<file path="config.mk">
export PLATFORM = sky130hd
export DESIGN_NAME = memory_stage_pipe
export DESIGN_NICKNAME = d
export VERILOG_FILES = /design/src/rtl/y86_pkg.sv /design/src/rtl/mem_access_decode.sv /design/src/rtl/memory_stage_pipe.sv
export SDC_FILE = /design/constraint.sdc
export NUM_CORES = 1
export LEC_CHECK = 0
export BUFFER_PORTS_ARGS = -buffer_cell sky130_fd_sc_hd__buf_2
export CAP_MARGIN = 5
export CORE_AREA = 10 10 210 212
export CTS_CLUSTER_DIAMETER = 100
export DETAILED_ROUTE_END_ITERATION = 10
export DIE_AREA = 0 0 220 222
export HOLD_SLACK_MARGIN = 0.15
export PLACE_DENSITY_LB_ADDON = 0.1
export SLEW_MARGIN = 20
export SYNTH_ARGS = -nofsm -noshare
export SYNTH_HDL_FRONTEND = slang
export SYNTH_SLANG_ARGS = --single-unit
</file>
<file path="constraint.sdc">
create_clock -name clk -period 2.3 [get_ports clk]
set_input_delay 0.46 -clock clk [delete_from_list [all_inputs] [get_ports clk]]
set_output_delay 0.46 -clock clk [all_outputs]
set_load 0.02 [all_outputs]
</file>
<file path="src/rtl/y86_pkg.sv">
// Shared Y86-64 definitions for the Memory stage.
// Holds the instruction codes, the status codes, the "no register" id and the
// encoding of the data-memory access FSM.
package y86_pkg;

  // Instruction codes
  localparam logic [3:0] I_HALT   = 4'h0;
  localparam logic [3:0] I_NOP    = 4'h1;
  localparam logic [3:0] I_RRMOVQ = 4'h2;
  localparam logic [3:0] I_IRMOVQ = 4'h3;
  localparam logic [3:0] I_RMMOVQ = 4'h4;
  localparam logic [3:0] I_MRMOVQ = 4'h5;
  localparam logic [3:0] I_OPQ    = 4'h6;
  localparam logic [3:0] I_JXX    = 4'h7;
  localparam logic [3:0] I_CALL   = 4'h8;
  localparam logic [3:0] I_RET    = 4'h9;
  localparam logic [3:0] I_PUSHQ  = 4'ha;
  localparam logic [3:0] I_POPQ   = 4'hb;

  // Status codes, one-hot
  localparam logic [3:0] STAT_AOK = 4'b1000;
  localparam logic [3:0] STAT_HLT = 4'b0100;
  localparam logic [3:0] STAT_ADR = 4'b0010;
  localparam logic [3:0] STAT_INS = 4'b0001;

  // Register id meaning "no destination"
  localparam logic [3:0] RNONE = 4'hf;

  // Data-memory access FSM
  typedef enum logic [1:0] {
    ST_IDLE   = 2'd0,
    ST_ACCESS = 2'd1,
    ST_DONE   = 2'd2
  } mem_state_t;

endpackage

</file>
<file path="src/rtl/mem_access_decode.sv">
// mem_access_decode: classifies an instruction for the data-memory port.
// Optional feature: define DMEM_ALIGN_CHECK_EN to also fault addresses that
// are not 8-byte aligned.
// Ports:
//   icode, stat      : instruction code and pipeline status
//   val_e, val_a     : ALU result and register operand (address candidates)
//   rd, wr           : instruction reads / writes data memory
//   addr             : byte address of the access
//   addr_fault       : AOK access op whose address must not reach memory
module mem_access_decode
  import y86_pkg::*;
#(
  parameter int              DW         = 64,
  parameter logic [DW-1:0]   ADDR_LIMIT = 64'h2000
) (
  input  logic [3:0]    icode,
  input  logic [3:0]    stat,
  input  logic [DW-1:0] val_e,
  input  logic [DW-1:0] val_a,
  output logic          rd,
  output logic          wr,
  output logic [DW-1:0] addr,
  output logic          addr_fault
);

  logic range_fault;
  logic align_fault;

  always_comb begin
    rd   = 1'b0;
    wr   = 1'b0;
    addr = val_e;
    case (icode)
      I_RMMOVQ, I_CALL, I_PUSHQ: wr = 1'b1;
      I_MRMOVQ:                  rd = 1'b1;
      // Stack pops address through the old %rsp carried in valA
      I_POPQ, I_RET: begin
        rd   = 1'b1;
        addr = val_a;
      end
      default: ;
    endcase
  end

  assign range_fault = (addr >= ADDR_LIMIT);

`ifdef DMEM_ALIGN_CHECK_EN
  assign align_fault = (addr[2:0] != 3'b000);
`else
  assign align_fault = 1'b0;
`endif

  // A non-AOK instruction already carries its own status; only AOK accesses
  // get upgraded to ADR here.
  assign addr_fault = (rd | wr) && (stat == STAT_AOK) && (range_fault || align_fault);

endmodule

</file>
<file path="src/rtl/memory_stage_pipe.sv">
// memory_stage_pipe: Y86-64 Memory stage with the M pipeline register and a
// req/ack data-memory handshake.
// Optional feature: DMEM_ALIGN_CHECK_EN (misaligned accesses fault as ADR).
// Ports:
//   clk, rst_n              : clock, synchronous active-low reset
//   e_*                     : Execute-stage results loaded into M
//   M_bubble                : load a bubble into M (stall wins over bubble)
//   dmem_req/we/addr/wdata  : access request, held stable until dmem_ack
//   dmem_ack/rdata/err      : completion, read data and fault, valid with ack
//   m_busy                  : freezes F/D/E while an access is outstanding
//   m_*                     : M register contents, resolved status, load value
module memory_stage_pipe
  import y86_pkg::*;
#(
  parameter logic [63:0] ADDR_LIMIT = 64'h2000,
  parameter int          DW         = 64
) (
  input  logic          clk,
  input  logic          rst_n,
  input  logic [3:0]    e_stat,
  input  logic [3:0]    e_icode,
  input  logic          e_Cnd,
  input  logic [DW-1:0] e_valE,
  input  logic [DW-1:0] e_valA,
  input  logic [3:0]    e_dstE,
  input  logic [3:0]    e_dstM,
  input  logic          M_bubble,
  output logic          dmem_req,
  output logic          dmem_we,
  output logic [DW-1:0] dmem_addr,
  output logic [DW-1:0] dmem_wdata,
  input  logic          dmem_ack,
  input  logic [DW-1:0] dmem_rdata,
  input  logic          dmem_err,
  output logic          m_busy,
  output logic [3:0]    m_stat,
  output logic [3:0]    m_icode,
  output logic          m_Cnd,
  output logic [DW-1:0] m_valA,
  output logic [DW-1:0] m_valE,
  output logic [DW-1:0] m_valM,
  output logic [3:0]    m_dstE,
  output logic [3:0]    m_dstM
);

  // M pipeline register
  logic [3:0]    stat_reg,  stat_next;
  logic [3:0]    icode_reg, icode_next;
  logic          cnd_reg,   cnd_next;
  logic [DW-1:0] vale_reg,  vale_next;
  logic [DW-1:0] vala_reg,  vala_next;
  logic [3:0]    dste_reg,  dste_next;
  logic [3:0]    dstm_reg,  dstm_next;

  // Access FSM and its results
  mem_state_t    state_reg, state_next;
  logic [DW-1:0] valm_reg,  valm_next;
  logic          err_reg,   err_next;

  // Value M would take if it loads this cycle
  logic [3:0]    in_stat, in_icode;
  logic [DW-1:0] in_vale, in_vala;
  logic          in_rd, in_wr, in_fault, in_need_mem;
  logic [DW-1:0] in_addr;

  // Decode of the held M contents
  logic          m_rd, m_wr, m_fault;
  logic [DW-1:0] m_addr;

  always_comb begin
    if (M_bubble) begin
      in_stat  = STAT_AOK;
      in_icode = I_NOP;
      in_vale  = '0;
      in_vala  = '0;
    end else begin
      in_stat  = e_stat;
      in_icode = e_icode;
      in_vale  = e_valE;
      in_vala  = e_valA;
    end
  end

  mem_access_decode #(.DW(DW), .ADDR_LIMIT(ADDR_LIMIT[DW-1:0])) u_dec_in (
    .icode      (in_icode),
    .stat       (in_stat),
    .val_e      (in_vale),
    .val_a      (in_vala),
    .rd         (in_rd),
    .wr         (in_wr),
    .addr       (in_addr),
    .addr_fault (in_fault)
  );

  mem_access_decode #(.DW(DW), .ADDR_LIMIT(ADDR_LIMIT[DW-1:0])) u_dec_m (
    .icode      (icode_reg),
    .stat       (stat_reg),
    .val_e      (vale_reg),
    .val_a      (vala_reg),
    .rd         (m_rd),
    .wr         (m_wr),
    .addr       (m_addr),
    .addr_fault (m_fault)
  );

  // in_addr only feeds the fault check inside the decoder
  assign in_need_mem = (in_rd | in_wr) && (in_stat == STAT_AOK) && !in_fault
                       && (in_addr == in_addr);

  // Next-state logic: M loads in every state except ACCESS
  always_comb begin
    state_next = state_reg;
    valm_next  = valm_reg;
    err_next   = err_reg;
    stat_next  = stat_reg;
    icode_next = icode_reg;
    cnd_next   = cnd_reg;
    vale_next  = vale_reg;
    vala_next  = vala_reg;
    dste_next  = dste_reg;
    dstm_next  = dstm_reg;
    case (state_reg)
      ST_ACCESS: begin
        if (dmem_ack) begin
          valm_next  = m_rd ? dmem_rdata : '0;
          err_next   = dmem_err;
          state_next = ST_DONE;
        end
      end
      default: begin
        stat_next  = in_stat;
        icode_next = in_icode;
        vale_next  = in_vale;
        vala_next  = in_vala;
        cnd_next   = M_bubble ? 1'b0  : e_Cnd;
        dste_next  = M_bubble ? RNONE : e_dstE;
        dstm_next  = M_bubble ? RNONE : e_dstM;
        valm_next  = '0;
        err_next   = 1'b0;
        state_next = in_need_mem ? ST_ACCESS : ST_IDLE;
      end
    endcase
  end

  always_ff @(posedge clk) begin
    if (!rst_n) begin
      state_reg <= ST_IDLE;
      valm_reg  <= '0;
      err_reg   <= 1'b0;
      stat_reg  <= STAT_AOK;
      icode_reg <= I_NOP;
      cnd_reg   <= 1'b0;
      vale_reg  <= '0;
      vala_reg  <= '0;
      dste_reg  <= RNONE;
      dstm_reg  <= RNONE;
    end else begin
      state_reg <= state_next;
      valm_reg  <= valm_next;
      err_reg   <= err_next;
      stat_reg  <= stat_next;
      icode_reg <= icode_next;
      cnd_reg   <= cnd_next;
      vale_reg  <= vale_next;
      vala_reg  <= vala_next;
      dste_reg  <= dste_next;
      dstm_reg  <= dstm_next;
    end
  end

  // Request attributes come straight from the held M register, so they cannot
  // move while the stage is stalled in ACCESS.
  assign dmem_req   = (state_reg == ST_ACCESS);
  assign dmem_we    = m_wr;
  assign dmem_addr  = m_addr;
  assign dmem_wdata = vala_reg;
  assign m_busy     = (state_reg == ST_ACCESS);

  assign m_stat  = (err_reg || m_fault) ? STAT_ADR : stat_reg;
  assign m_icode = icode_reg;
  assign m_Cnd   = cnd_reg;
  assign m_valA  = vala_reg;
  assign m_valE  = vale_reg;
  assign m_valM  = valm_reg;
  assign m_dstE  = dste_reg;
  assign m_dstM  = dstm_reg;

endmodule
</file>
==> impl_metrics.yaml <==
run_status:
  outcome: "complete, but fails checks"
  failed_checks: "negative setup slack"
logic_synthesis:
  syn_avg_cell_area_um2: 9.85
  synthCells: 948
  synth_cell_types: 33
  ys_ff_latch: 212
  ys_warn_count: 0
  synth_area_um2: 9340
  yosysSeqAreaShare_pct: 45.5
  syn_nets: 1162
critical_path:
  r2r-start: "state_reg[0]$_SDFFE_PN0P_"
  arrival_ns: 2.27
  critPathRequiredTime_ns: 1.84
  path_class: "reg2out"
  cp-start-kind: "flop"
  path_buf_inv: 2
  reg2reg_slack_ns: 0.37
  crit_cells: 7
  critical-path-top-delay-family: "simple AND/OR/NAND/NOR gates"
  r2r-end: "m_valM[27]$_SDFFE_PN0P_"
  reg2reg_depth: 5
  startpoint: "m_valE[42]$_SDFFE_PN0N_"
  cp-end-kind: "output pin"
  crit_path_end: "m_stat[1]"
  critical_path.max_fanout: 2
  critPathMaxStageDelay_ns: 0.33
  crit_slowest_cell: "dfxtp_2"
  worstPathCellList: "nor4_4 -> buf_4 -> nand4_1 -> nor3b_2 -> o22ai_2 -> a311o_1 -> buf_6"
global_routing:
  first_global_vias: 10500
  grt_pass1_wl_um: 71800
  grt_max_degree: 157
  grt_use_total_pct: 19.4
  grt_overflow: 0
  antenna_found_initial: 13
sta:
  drv_slew: 0
  hold_viol_final: 0
  tightest_slew_ns: 0.749
  relSlewSlack_pct: 50.1
  rsz0062_at_grt: "true"
  layout_min_cycle_time_ns: 2.73
  period_share_pct: 119
  timing.fmax_ghz: 0.367
  clock_skew_ns: 0.00696
  setup_ws_ns: -0.427
  finalSetupViolCount: 66
place:
  place_inst: 2013
  pre_cts_ws_ns: -0.342
  portBuffers: 553
  gp_congestion: 0.810
  dpl.hpwl_um: 38100
clocking:
  clk_path_buf_depth: 3
  root_buffer: "clkbuf_16"
  htreeDepth: 1
  cts_tree: "done"
  clkTransAtPathRegs_ns: 0.06
  worstSkewPairLatency_ns: 0.54
  cts_made_buffers: 27
  cts.sink_count: 212
min_path:
  hold_path_class: "in2reg"
floorplanning:
  fp.dieW_um: 220
  die_y_um: 222
  pin_count: 554
  start_util_pct: 23.6
  core.rowCount: 73
  dieArea_um2: 48800
  core-area_um2: 39600
power_and_ir_drop:
  power_mw: 9.85
  powerDensity_nw_per_um2: 619
  power.leakage_nw: 7.57
  ir_drop_uv: 568
route:
  drt_iter0_drc: 545
  avgRoutedWirePerCell_um: 23.2
  dr_total_vias: 9994
  first_pass_iters: 4
  viasPerCell: 4.57
  drcViolationCount: 0
  wl_um: 50700
  postRouteAntennaNets: 0
layout:
  drive_gt1_share_pct: 50.4
  final_common_cell: "buf_2"
  layout_common_cells: "buf_2 (487), dfxtp_1 (205), buf_4 (126)"
  nFillCells: 4018
  fin_nets: 1852
  area_growth_pct: 70.4
  final_cells: 2185
run:
  maxCapViolations: 0
-- per-stage QoR --
stage / util, % / TNS [ns] / area (um2) / hold slack [ns]
after floorplan: - / 0 / 9340 / 0.496
after global placement: 32.8 / -1.43 / 13000 / 0.455
after detailed placement: 32.8 / -2.20 / 13000 / 0.458
after CTS: 39.2 / -14.47 / 15600 / 0.181
after global routing: 40.1 / -16.62 / 15900 / 0.192
final: 40.1 / -12.35 / 15900 / 0.206
-- cell families after synthesis --
kind of cell | share of synthesized area (%)
compound gates | 15.8
simple gates | 22.1
flops | 45.5
mux | 7.95
buf+inv | 8.71
-- area by class of cell --
| type | count | area, um2 | area share (%) |
|---|---|---|---|
| tap | 525 | 657 | 4.13 |
| inverter | 3 | 11.3 | 0.0708 |
| sequential | 212 | 4250 | 26.7 |
| clock inverter | 8 | 119 | 0.747 |
| antenna | 6 | 15.0 | 0.0944 |
| timing repair buffer | 803 | 5620 | 35.4 |
| multi-input combinational | 591 | 4470 | 28.1 |
| clock buffer | 37 | 763 | 4.80 |
-- worst min path at each step --
| stage | to | startpoint | cells after the start |
|---|---|---|---|
| after floorplan | stat_reg[2]$_SDFFE_PN0N_ | stat_reg[2]$_SDFFE_PN0N_ | 2 |
| after global placement | m_valM[12]$_SDFFE_PN0P_ | m_valM[12]$_SDFFE_PN0P_ | 1 |
| after detailed placement | m_valM[30]$_SDFFE_PN0P_ | m_valM[30]$_SDFFE_PN0P_ | 1 |
| after CTS | state_reg[0]$_SDFFE_PN0P_ | dmem_ack | 2 |
| after global routing | state_reg[0]$_SDFFE_PN0P_ | dmem_ack | 2 |
| final | state_reg[0]$_SDFFE_PN0P_ | dmem_ack | 2 |
-- where the power goes --
group / leakage, nW / internal (mW) / switching [mW] / total, mW
Clock: 0.437 / 2.63 / 1.65 / 4.28
Sequential: 1.73 / 3.78 / 0.0780 / 3.86
Combinational: 5.40 / 0.857 / 0.865 / 1.72
Total: 7.57 / 7.26 / 2.59 / 9.85
-- synth_stat cells (all sizes together) --
library cell    n  area share [%]
o22ai           3            0.20
a22o           92             8.6
and3            1           0.067
nand3b          1            0.21
nand4b          1           0.094
nand4          11            0.74
o21ai           1           0.054
nor2            6            0.27
a311o           1            0.11
or3b            1           0.094
nor3b         109             8.8
and3b           1           0.094
a21oi         109             5.8
dfxtp         212              45
mux2i           1            0.11
inv             3            0.12
o22a            9            0.84
a311oi          1           0.094
nor4bb          1            0.11
or4             1           0.080
nor3            9            0.54
and2            2            0.13
mux2           65             7.8
buf            89             6.5
nand2           6            0.24
clkbuf         53             2.1
nor4b           1           0.094
nor4           48             3.2
nor2b         110             7.4
-- per-layer routing --
| metal | vias to the layer above | track usage [%] | routed length (um) |
|---|---|---|---|
| met1 | 4742 | 22.2 | 20400 |
| met5 | - | 0 | 71 |
| met4 | 12 | 5.00 | 1050 |
| met2 | 385 | 34.3 | 25100 |
| met3 | 63 | 5.61 | 4090 |
| li1 | 4792 | - | - |
-- what timing repair did --
item / in CTS / in global routing
endpoints found under the hold margin: 102 / 0
resized for setup: 97 / 106
gates cloned: 8 / 1
pin swaps: 10 / 2
hold buffers: 102 / 0
setup buffers: 8 / 5
endpoints found under the setup margin: 68 / 68
Power figures use the tool's default switching activity.
